[src/rtl/seg_scan_driver.sv]
// seg_scan_driver
//   Multiplexed seven-segment display driver. Hex-decodes a DIGITS-nibble
//   value and scans it across DIGITS one-hot select lines. Each digit slot is
//   PRESCALE cycles long, and its first DEADTIME cycles are forced dark.
//   Loads go into a pending buffer. The pending buffer is copied into the
//   active buffer only at a frame boundary, so a frame never shows a mix of
//   old and new digits. Optional leading-zero blanking is applied to the
//   active buffer.
//
//   Optional feature macro: SEG_BRIGHTNESS_EN. When it is defined, the block
//   adds the i_brightness[3:0] port and a 4-bit PWM counter that gates the
//   segments and dp during the lit part of each slot.
//
// Ports
//   i_clk          system clock
//   i_rst          synchronous active-high reset
//   i_ena          scan enable; low = dark display, scan position cleared
//   i_value_in     hex value, nibble i drives digit i (nibble 0 = LSD)
//   i_dp_in        decimal point per digit
//   i_load         capture i_value_in / i_dp_in into the pending buffer
//   i_blank_lead   suppress leading zeros
//   i_brightness   PWM duty 0..15 (SEG_BRIGHTNESS_EN only)
//   o_segments     {g,f,e,d,c,b,a}, active-high
//   o_dp           decimal point, active-high
//   o_digit_sel    one-hot digit enable, active-high
//   o_frame_done   one-cycle pulse during the last cycle of the last slot
module seg_scan_driver #(
   parameter int DIGITS   = 4,
   parameter int PRESCALE = 1000,
   parameter int DEADTIME = 16
) (
   input  logic                  i_clk,
   input  logic                  i_rst,
   input  logic                  i_ena,
   input  logic [4*DIGITS-1:0]   i_value_in,
   input  logic [DIGITS-1:0]     i_dp_in,
   input  logic                  i_load,
   input  logic                  i_blank_lead,
`ifdef SEG_BRIGHTNESS_EN
   input  logic [3:0]            i_brightness,
`endif
   output logic [6:0]            o_segments,
   output logic                  o_dp,
   output logic [DIGITS-1:0]     o_digit_sel,
   output logic                  o_frame_done
);

   localparam int CW = (PRESCALE > 1) ? $clog2(PRESCALE) : 1;
   localparam int IW = (DIGITS > 1) ? $clog2(DIGITS) : 1;
   localparam logic [CW-1:0] C_LAST = CW'(PRESCALE - 1);
   localparam logic [CW-1:0] C_DEAD = CW'(DEADTIME);
   localparam logic [IW-1:0] I_LAST = IW'(DIGITS - 1);

   typedef enum logic {IDLE, SCAN} state_t;

   state_t                r_state;
   logic [CW-1:0]         r_cnt;
   logic [IW-1:0]         r_idx;
   logic [4*DIGITS-1:0]   r_pend_val, r_act_val;
   logic [DIGITS-1:0]     r_pend_dp,  r_act_dp;

   state_t                w_state_nx;
   logic [CW-1:0]         w_cnt_nx;
   logic [IW-1:0]         w_idx_nx;
   logic                  w_commit;
   logic [4*DIGITS-1:0]   w_pend_val_nx, w_act_val_nx;
   logic [DIGITS-1:0]     w_pend_dp_nx,  w_act_dp_nx;
   logic [DIGITS-1:0]     w_zero_above;   // bit i: nibbles i..DIGITS-1 all zero
   logic                  w_zacc;
   logic [3:0]            w_nib;
   logic                  w_lit, w_blank, w_duty;

   function automatic logic [6:0] hex7(input logic [3:0] n);
      case (n)
         4'h0: hex7 = 7'h3F;  4'h1: hex7 = 7'h06;  4'h2: hex7 = 7'h5B;  4'h3: hex7 = 7'h4F;
         4'h4: hex7 = 7'h66;  4'h5: hex7 = 7'h6D;  4'h6: hex7 = 7'h7D;  4'h7: hex7 = 7'h07;
         4'h8: hex7 = 7'h7F;  4'h9: hex7 = 7'h6F;  4'hA: hex7 = 7'h77;  4'hB: hex7 = 7'h7C;
         4'hC: hex7 = 7'h39;  4'hD: hex7 = 7'h5E;  4'hE: hex7 = 7'h79;  default: hex7 = 7'h71;
      endcase
   endfunction

   // Next scan position and buffer contents. The outputs are registered from
   // these next values, so what the pins show lines up with the counter
   // value of the same cycle.
   always_comb begin
      w_state_nx = r_state;
      w_cnt_nx   = r_cnt;
      w_idx_nx   = r_idx;
      w_commit   = 1'b0;
      if (!i_ena) begin
         w_state_nx = IDLE;
         w_cnt_nx   = '0;
         w_idx_nx   = '0;
      end else if (r_state == IDLE) begin
         w_state_nx = SCAN;
         w_cnt_nx   = '0;
         w_idx_nx   = '0;
         w_commit   = 1'b1;
      end else if (r_cnt == C_LAST) begin
         w_cnt_nx = '0;
         if (r_idx == I_LAST) begin
            w_idx_nx = '0;
            w_commit = 1'b1;
         end else begin
            w_idx_nx = r_idx + 1'b1;
         end
      end else begin
         w_cnt_nx = r_cnt + 1'b1;
      end

      // A load in the same cycle as a commit goes straight into the active buffer.
      w_pend_val_nx = i_load ? i_value_in : r_pend_val;
      w_pend_dp_nx  = i_load ? i_dp_in    : r_pend_dp;
      w_act_val_nx  = w_commit ? w_pend_val_nx : r_act_val;
      w_act_dp_nx   = w_commit ? w_pend_dp_nx  : r_act_dp;

      w_zacc       = 1'b1;
      w_zero_above = '0;
      for (int i = DIGITS - 1; i >= 0; i--) begin
         w_zacc          = w_zacc & (w_act_val_nx[4*i +: 4] == 4'h0);
         w_zero_above[i] = w_zacc;
      end

      w_nib   = w_act_val_nx[{w_idx_nx, 2'b00} +: 4];
      w_lit   = (w_state_nx == SCAN) && (w_cnt_nx >= C_DEAD);
      w_blank = i_blank_lead && (w_idx_nx != '0) && w_zero_above[w_idx_nx];
   end

`ifdef SEG_BRIGHTNESS_EN
   logic [3:0] r_pwm;
   logic [3:0] w_pwm_nx;
   always_comb begin
      w_pwm_nx = (w_state_nx == SCAN) ? r_pwm + 4'd1 : r_pwm;
      w_duty   = (i_brightness == 4'hF) || (w_pwm_nx < i_brightness);
   end
   always_ff @(posedge i_clk) begin
      if (i_rst) r_pwm <= 4'd0;
      else       r_pwm <= w_pwm_nx;
   end
`else
   assign w_duty = 1'b1;
`endif

   always_ff @(posedge i_clk) begin
      if (i_rst) begin
         r_state      <= IDLE;
         r_cnt        <= '0;
         r_idx        <= '0;
         r_pend_val   <= '0;
         r_pend_dp    <= '0;
         r_act_val    <= '0;
         r_act_dp     <= '0;
         o_segments   <= '0;
         o_dp         <= 1'b0;
         o_digit_sel  <= '0;
         o_frame_done <= 1'b0;
      end else begin
         r_state      <= w_state_nx;
         r_cnt        <= w_cnt_nx;
         r_idx        <= w_idx_nx;
         r_pend_val   <= w_pend_val_nx;
         r_pend_dp    <= w_pend_dp_nx;
         r_act_val    <= w_act_val_nx;
         r_act_dp     <= w_act_dp_nx;
         o_digit_sel  <= w_lit ? (DIGITS'(1) << w_idx_nx) : '0;
         o_segments   <= (w_lit && w_duty && !w_blank) ? hex7(w_nib) : 7'h00;
         o_dp         <= w_lit && w_duty && w_act_dp_nx[w_idx_nx];
         o_frame_done <= (w_state_nx == SCAN) && (w_cnt_nx == C_LAST) && (w_idx_nx == I_LAST);
      end
   end

endmodule
[config.mk]
export PLATFORM = sky130hd
export DESIGN_NAME = seg_scan_driver
export DESIGN_NICKNAME = d
export VERILOG_FILES = /design/src/rtl/seg_scan_driver.sv
export SDC_FILE = /design/constraint.sdc
export NUM_CORES = 1
export LEC_CHECK = 0
export ABC_CLOCK_PERIOD_IN_PS = 6100
export CAP_MARGIN = 20
export CELL_PAD_IN_SITES_DETAIL_PLACEMENT = 1
export CELL_PAD_IN_SITES_GLOBAL_PLACEMENT = 1
export CORE_AREA = 8 8 94 96
export DETAILED_ROUTE_END_ITERATION = 10
export DIE_AREA = 0 0 102 104
export PLACE_DENSITY = 0.78
export SYNTH_ARGS = -nofsm -noshare
export SYNTH_HDL_FRONTEND = slang
export SYNTH_SLANG_ARGS = --single-unit
[constraint.sdc]
create_clock -name i_clk -period 6.1 [get_ports i_clk]
set_input_delay 0.915 -clock i_clk [delete_from_list [all_inputs] [get_ports i_clk]]
set_output_delay 0.915 -clock i_clk [all_outputs]
set_load 0.02 [all_outputs]
======== Word-level counts from Yosys, hierarchy flattened ========
Memory sizes are Yosys's and may differ from the RTL's. A register that Yosys moved wholly into a read port is not among the register bits.
Cells that the tools add are included.
operators by class
  equal/unequal tests ..................... 4
  bitwise operators ....................... 5
  add/subtract/negate cells ............... 2
  magnitude comparators ................... 2
  $mul .................................... 0
  shift-type cells ........................ 2
  muxes and demuxes ....................... 20
  divide/modulo/power cells ............... 0
  reduce and logical (&&, ||, !) cells .... 15
operator list
  kind                                                                           number
  16-bit two-way mux                                                             2
  10-bit two-way mux                                                             3
  10-bit == test (second input constant)                                         2
  4-bit zero test                                                                4
  16-bit by 5-bit variable part select with 4-bit output                         1
  10-bit by 1-bit adder with 10-bit output (second input constant)               1
  10-bit by 5-bit >= comparator with 1-bit output (second input constant)        1
  2-bit two-way mux                                                              4
  4-bit two-way mux                                                              2
  1-bit logical AND                                                              7
  1-bit two-way mux                                                              7
  1-bit binary-select mux with 2-bit select                                      2
  2-bit == test (second input constant)                                          2
  2-bit OR reduction                                                             2
  1-bit by 2-bit left shift with 4-bit output (first input constant)             1
  1-bit AND                                                                      3
  2-bit by 3-bit less-than comparator with 1-bit output (second input constant)  1
  2-bit by 1-bit adder with 2-bit output (second input constant)                 1
  1-bit NOT                                                                      2
  2-bit nonzero test                                                             1
  1-bit zero test                                                                1
storage, ports and cells
  bits in registers ....................... 59
  word-level logic and storage cells ...... 61
  input port bits ......................... 25
  bits in writable memories ............... 0
  memory bits (read-only) ................. 112
  output and inout port bits .............. 13
  latch bits .............................. 0
  memories ................................ 1
memories
  name              words  width  read ports  clocked after memory_dff  wr ports  RTL line  text
  (name not given)  16     7      1           1                         0         74        case (n)

======== Longest topological paths before layout ========
Gate-level depths: netlist of the first run.
  depth in word-level cells ............... 17
  depth in mapped cells ................... 15
  mapped depth without buffers ............ 13

======== Worst setup path after synthesis of the first run ========
OpenSTA, ideal clock, no wires.
  kind .................................... input to register
  start ................................... input port i_load
  end ..................................... register o_segments[0]
  buffers on the path ..................... 2
  stages .................................. 12
  library setup time ...................... 0.074 ns
  arrival time ............................ 3.449 ns
  setup slack ............................. 2.577 ns
  required time ........................... 6.026 ns
  cell sequence ........................... clkbuf_1 -> clkbuf_1 -> mux2_2 -> mux2i_1 -> mux2i_1 -> mux2i_1 -> inv_1 -> ha_1 -> nor2_1 -> mux2i_1 -> mux2_2 -> a31oi_1
on the way
  cells in the longest elaborated chain, start to end .. 13
  elaborated cells on any way between the ends .. 17
  classes of those cells .................. 1 x shift; 4 x mux; 4 x bitwise; 8 x reduce/logical
RTL lines
  item                                       RTL line  text
  from (decl)                                37        input logic i_load,
  16-bit two-way mux *                       112       w_pend_val_nx = i_load ? i_value_in : r_pend_val;
  16-bit two-way mux *                       114       w_act_val_nx = w_commit ? w_pend_val_nx : r_act_val;
  4-bit zero test                            120       w_zacc = w_zacc & (w_act_val_nx[4*i +: 4] == 4'h0);
  1-bit AND (3 in a row)                     120
  1-bit binary-select mux with 2-bit select  126       w_blank = i_blank_lead && (w_idx_nx != '0) && w_zero_above[w_idx_nx];
  1-bit two-way mux (implied by the code)    126
  1-bit logical AND                          126
  1-bit zero test                            166       o_segments <= (w_lit && w_duty && !w_blank) ? hex7(w_nib) : 7'h00;
  1-bit logical AND                          166
  1-bit NOT (no source line)                 --
  2-bit OR reduction (no source line)        --
  to (decl)                                  42        output logic [6:0] o_segments,
Mark *: on every way between the ends. The rest lies on a longest branch, timed or not. The select of a mux whose other input is x is not followed.
A chain may end at the register's enable or synchronous reset.

======== Final worst setup path of the first run ========
Same ends and word-level chain as after synthesis.

==> metrics, run 1 <==
status=complete, no violations; Top Layer Used=met4; largest family of logic cells by synthesized area=simple AND/OR/NAND/NOR gates; number of routed nets with antenna violations=0; Diodes inserted=0; crit-path max FO=17; DRT Pass-1 Iters=4; nets=402; Worst-path clk slew=0.07 ns; count of different cell masters after synthesis=53; number of max-cap violations=0; CTS Hold Bufs=0; Hold Vio Cnt, Final=0; Starting Density=42.7%; Tightest Pin Transition=0.959 ns; WHS Endpoint=r_cnt[0]; simple-gate share of the synthesized area=20.0%; Post-synth EDFFs=0; max incr delay on CP=1.01 ns; most frequent cells in the layout=dfxtp_1 (66), nor2_1 (64), clkdlybuf4s50_1 (37); # placed instances=459; Iter 0 DRT Violations=73; period utilisation layout=66.1%; Die H=104 um; Clk Tree Root Cell=clkbuf_8; CTS resizes=0; total grt overflow=0; leakage=1.53 nW; min Tclk post-route=4.03 ns; fin util=51.3%; drt drc=0; Top Ports=38; CTS tree=built; width of the die=102 um; syn nets=369; max-slew violation count=0; Post-DP HPWL=5.66 mm; mux share of post-synthesis cell area=14.7%; Setup Buffers After CTS=0; RSZ-0062 raised after global routing=no; R2R Setup Slk=2.16 ns; die area=10600 sq um; initial antenna violation count=0; first-pass GRT wire length=13.3 mm; Fin Hold WS=0.470 ns; Worst Setup Path Type=in2reg; Max VDD drop=0.111 mV; yosys warns=0; Core Box Area=7450 sq um; Synth Register Bits=66; CP endpoint kind=flop; CP Data Required Time=6.36 ns; post-route insts no fill=475; Clock Skews=0.00781 ns; total CTS buffers=9; GP Congestion=0.822; DR vias/cell=5.41; average wire per standard cell=16.7 um; Synth Area in Compound Gates=13.9%; most common cell after layout, fill and taps aside=dfxtp_1; Gate Count Post-Synth=335; Met3 Wirelength=263 um; # rows=32; worst min-delay path class=reg2reg; Post-synth top flop=dfxtp_1; Worst Setup SP=i_load; CTS H-tree lvls=3; Synth Area in Adders=3.54%; Setup-failing EPs final=0; syn avg cell area=9.49 sq um; CTS sink cnt=66; TNS Setup=0 ns; worst reg2reg path endpoint=o_segments[0]; Slew Limit Headroom=36.1%; met1 wire length=3.69 mm; synthesized area=3180 sq um; Seq/Total Area, Yosys=41.5%; Critical Path Slowest Stage Cell=clkdlybuf4s50_1; met2 routed WL=3.81 mm; Max Clock Freq=248 MHz; largest net degree at the start of global routing=47; Filler Cell Count=878; clk buf depth=2; WHS Path Cells=1; via count=2572; RR Startpoint=r_cnt[0]; Arrival @ worst endpoint=4.30 ns; Worst-Skew Late Latency=0.35 ns; most used cell, CP=mux2i_1; Synth Area in XOR/XNOR=3.03%; Worst setup SP type=input port; Total Wirelength=7.91 mm; FF-to-FF path depth=14; crit path cell chain=clkdlybuf4s50_1 > mux2_2 > mux2i_1 > mux2i_1 > mux2i_1 > inv_1 > ha_1 > nor2_1 > mux2i_1 > mux2_2 > a31oi_1; global-route usage over all layers=15.8%; I/O Buffers=37; area delta synth->final=20.0%; hold path start=r_cnt[0]; vias in the first global route=2747; pwr/cell area=250 nW/um^2; Async S/R FF share, synth=0%; layout cells sized above 1=10.5%
[sequential cells by signal, indices dropped and copies added, names as in the netlist]
register,cells
r_pend_dp,4
o_segments,7
o_dp,1
r_state,1
o_frame_done,1
r_cnt,10
r_act_val,16
r_act_dp,4
o_digit_sel,4
r_idx,2
r_pend_val,16
[critical path: cells and delay by family]
| family | cells | cell delay [ns] |
|---|---|---|
| multiplexers | 6 | 1.56 |
| AO/OA/AOI/OAI | 1 | 0.16 |
| buffers and inverters | 2 | 1.18 |
| AND/OR/NAND/NOR | 1 | 0.18 |
| adder cells (fa/ha/maj) | 1 | 0.31 |
[layout make-up]
type                            instances  area (sq um)  share of cell area, %
Clock inverter                          2          35.0                  0.918
Multi-Input combinational cell        246          1760                   46.0
Inverter                                4          15.0                  0.393
Tap cell                              102           128                   3.34
Timing Repair Buffer                   41           400                   10.5
Sequential cell                        66          1320                   34.6
Clock buffer                           14           163                   4.26
[kinds of logic after synthesis]
logic type,Yosys count
AOI/OAI and AO/OA,56
xor gates and xnor gates,11
and+or+nand+nor,125
buffers and inverters,23
muxes,45
adders and majority gates,9
DFF,66
[per-layer routing]
layer / up-vias / track usage, %
met5: - / 0
met4: 0 / 6.61
met3: 11 / 4.02
met2: 31 / 25.2
met1: 1276 / 19.4
li1: 1254 / -
[cell usage after synthesis, types with 4 or more instances]
master,n,area share [%]
and3_1,5,0.98
a21oi_1,12,1.9
nor2b_1,8,1.6
xor2_1,4,1.1
clkbuf_1,12,1.4
nor3_1,8,1.3
xnor2_1,7,1.9
nand2_1,12,1.4
a211oi_1,8,1.9
dfxtp_1,66,42
nand3_1,6,0.94
o21ai_0,7,1.1
mux2i_1,34,11
nor3b_1,4,0.94
mux2_2,10,3.5
inv_1,4,0.47
ha_1,9,3.5
nor2_1,64,7.6
[worst max path at each step]
stage,cells past startpoint,endpoint
6_report,11,o_segments[0]
5_1_grt,11,o_segments[0]
4_1_cts,11,o_segments[0]
3_5_place_dp,11,o_segments[0]
3_3_place_gp,11,o_segments[0]
2_1_floorplan,12,o_segments[0]
[stage by stage]
stage	cell area, sq um	setup slack [ns]	total power, mW
global route	3820	1.73	0.991
CTS	3820	2.06	0.959
detailed placement	3620	1.73	0.584
global placement	3620	1.94	0.580
floorplan	3180	2.58	0.546
finish	3820	2.07	0.953
[where the power goes]
part	switching (mW)	leakage, nW	total [mW]	internal [mW]
Clock	0.167	0.101	0.378	0.211
Sequential	0.00666	0.539	0.454	0.447
Combinational	0.0658	0.886	0.121	0.0552
Total	0.239	1.53	0.953	0.714
Power figures use the tool's default switching activity.
==> run 2, diff against run 1 <==
- ABC_CLOCK_PERIOD_IN_PS: 6100 -> 3800
- CORE_AREA: 8 8 94 96 -> 8 8 96 98
- DIE_AREA: 0 0 102 104 -> 0 0 104 106
- PLACE_DENSITY: 0.78 -> 0.75
- clock period: 6.1 -> 3.8 ns (I/O delays scaled with it)
==> run 2 against run 1 <==
Setup slack worse by 1.7 ns. Core utilization down 1.9 points. Combinational power up 68%. Sequential cell count unchanged. Critical endpoint unchanged. Largest power group unchanged.
==> metrics, run 2 (synthesis results as in run 1) <==
status=complete, no violations; Total Wirelength=8.15 mm; total CTS buffers=9; FF-to-FF path depth=14; first-pass GRT wire length=13.6 mm; Setup-failing EPs final=0; largest net degree at the start of global routing=46; clk buf depth=2; Top Ports=38; period utilisation layout=91.5%; drt drc=0; width of the die=104 um; CP Data Required Time=4.03 ns; number of max-cap violations=0; final instance area=3870 sq um; CTS H-tree lvls=3; max incr delay on CP=0.40 ns; CTS tree=built; Hold Vio Cnt, Final=0; Worst Setup Path Type=reg2reg; leakage=1.56 nW; Critical Path Slowest Stage Cell=dfxtp_1; Worst-Skew Late Latency=0.35 ns; Max Clock Freq=288 MHz; layout cells sized above 1=12.1%; Iter 0 DRT Violations=70; GP Congestion=0.785; die area=11000 sq um; DRT Pass-1 Iters=4; fin util=49.4%; global-route usage over all layers=15.4%; Slew Limit Headroom=35.1%; Diodes inserted=0; pwr/cell area=390 nW/um^2; via count=2563; Arrival @ worst endpoint=3.70 ns; nets=409; Setup Buffers After CTS=0; Worst setup SP type=flop; WHS Path Cells=1; leading registers by flop count=r_act_val: 16 flops, r_pend_val: 16 flops, r_cnt: 10 flops; average wire per standard cell=16.8 um; DR vias/cell=5.30; Fin Hold WS=0.478 ns; # rows=33; total power=1.51 mW; total grt overflow=0; vias in the first global route=2678; TNS Setup=0 ns; Placed Area=3690 sq um; worst min-delay path class=reg2reg; Max VDD drop=0.178 mV; crit-path max FO=20; Starting Density=40.5%; CTS sink cnt=66; Clk Tree Root Cell=clkbuf_8; CTS resizes=0; number of routed nets with antenna violations=0; most used cell, CP=mux2i_1; max-slew violation count=0; Tightest Pin Transition=0.974 ns; most frequent cells in the layout=dfxtp_1 (66), nor2_1 (64), clkdlybuf4s50_1 (37); min Tclk post-route=3.48 ns; CTS Hold Bufs=0; Worst-path clk slew=0.07 ns; RSZ-0062 raised after global routing=no; I/O Buffers=37; Post-DP HPWL=6.07 mm; Core Box Area=7850 sq um; initial antenna violation count=0; most common cell after layout, fill and taps aside=dfxtp_1; Die H=106 um; crit path cell chain=ha_1 > nand4b_4 > o41ai_4 > and2_1 > buf_12 > mux2i_1 > mux2i_1 > mux2_2 > inv_1 > ha_1 > nor2_1 > mux2i_1 > mux2_2 > a31oi_1; CP endpoint kind=flop; Clock Skews=0.00756 ns; area delta synth->final=21.8%
-- run 2: final timing paths --
kind | from | endpoint | slack (ns)
hold reg to reg | r_cnt[0] | r_cnt[0] | 0.48
hold / removal | r_cnt[0] | r_cnt[0] | 0.48
setup reg to reg | r_cnt[0] | o_segments[0] | 0.32
setup / recovery | r_cnt[0] | o_segments[0] | 0.32
-- run 2: layout make-up --
class,count,area (sq um)
well taps,105,131
multi-input cells,246,1760
clock inverters,3,40.0
inverters,4,15.0
flip-flops and latches,66,1320
repair buffers,48,465
fillers,921,3970
clock buffers,12,145
-- run 2: critical path, delay by kind of cell (launching register included) --
kind | cells | cell delay (ns)
muxes | 5 | 1.07
DFF | 1 | 0.40
AOI/OAI and AO/OA | 2 | 0.33
and+or+nand+nor | 3 | 0.63
adders and majority gates | 2 | 0.59
buffers and inverters | 2 | 0.33
-- run 2: routing by layer --
metal  wire length (um)  share of wire [%]  track usage [%]  vias to the layer above
li1                   -                  -                -                     1264
met1               3950                 49             19.3                     1243
met2               3820                 47             24.7                       42
met3                192                2.4             3.02                       14
met4                185                2.3             7.86                        0
met5                  0                  0                0                        -
-- run 2: through the flow --
stage               worst slack [ns]  std cells
floorplan                      0.526        335
global placement               0.325        469
detailed placement             0.205        469
CTS                            0.310        484
global route                  0.0402        484
finish                         0.322        484
-- run 2: power by group --
part / internal (mW) / switching, mW / total (mW)
Sequential: 0.718 / 0.0111 / 0.729
Clock: 0.316 / 0.262 / 0.578
Combinational: 0.0960 / 0.107 / 0.203
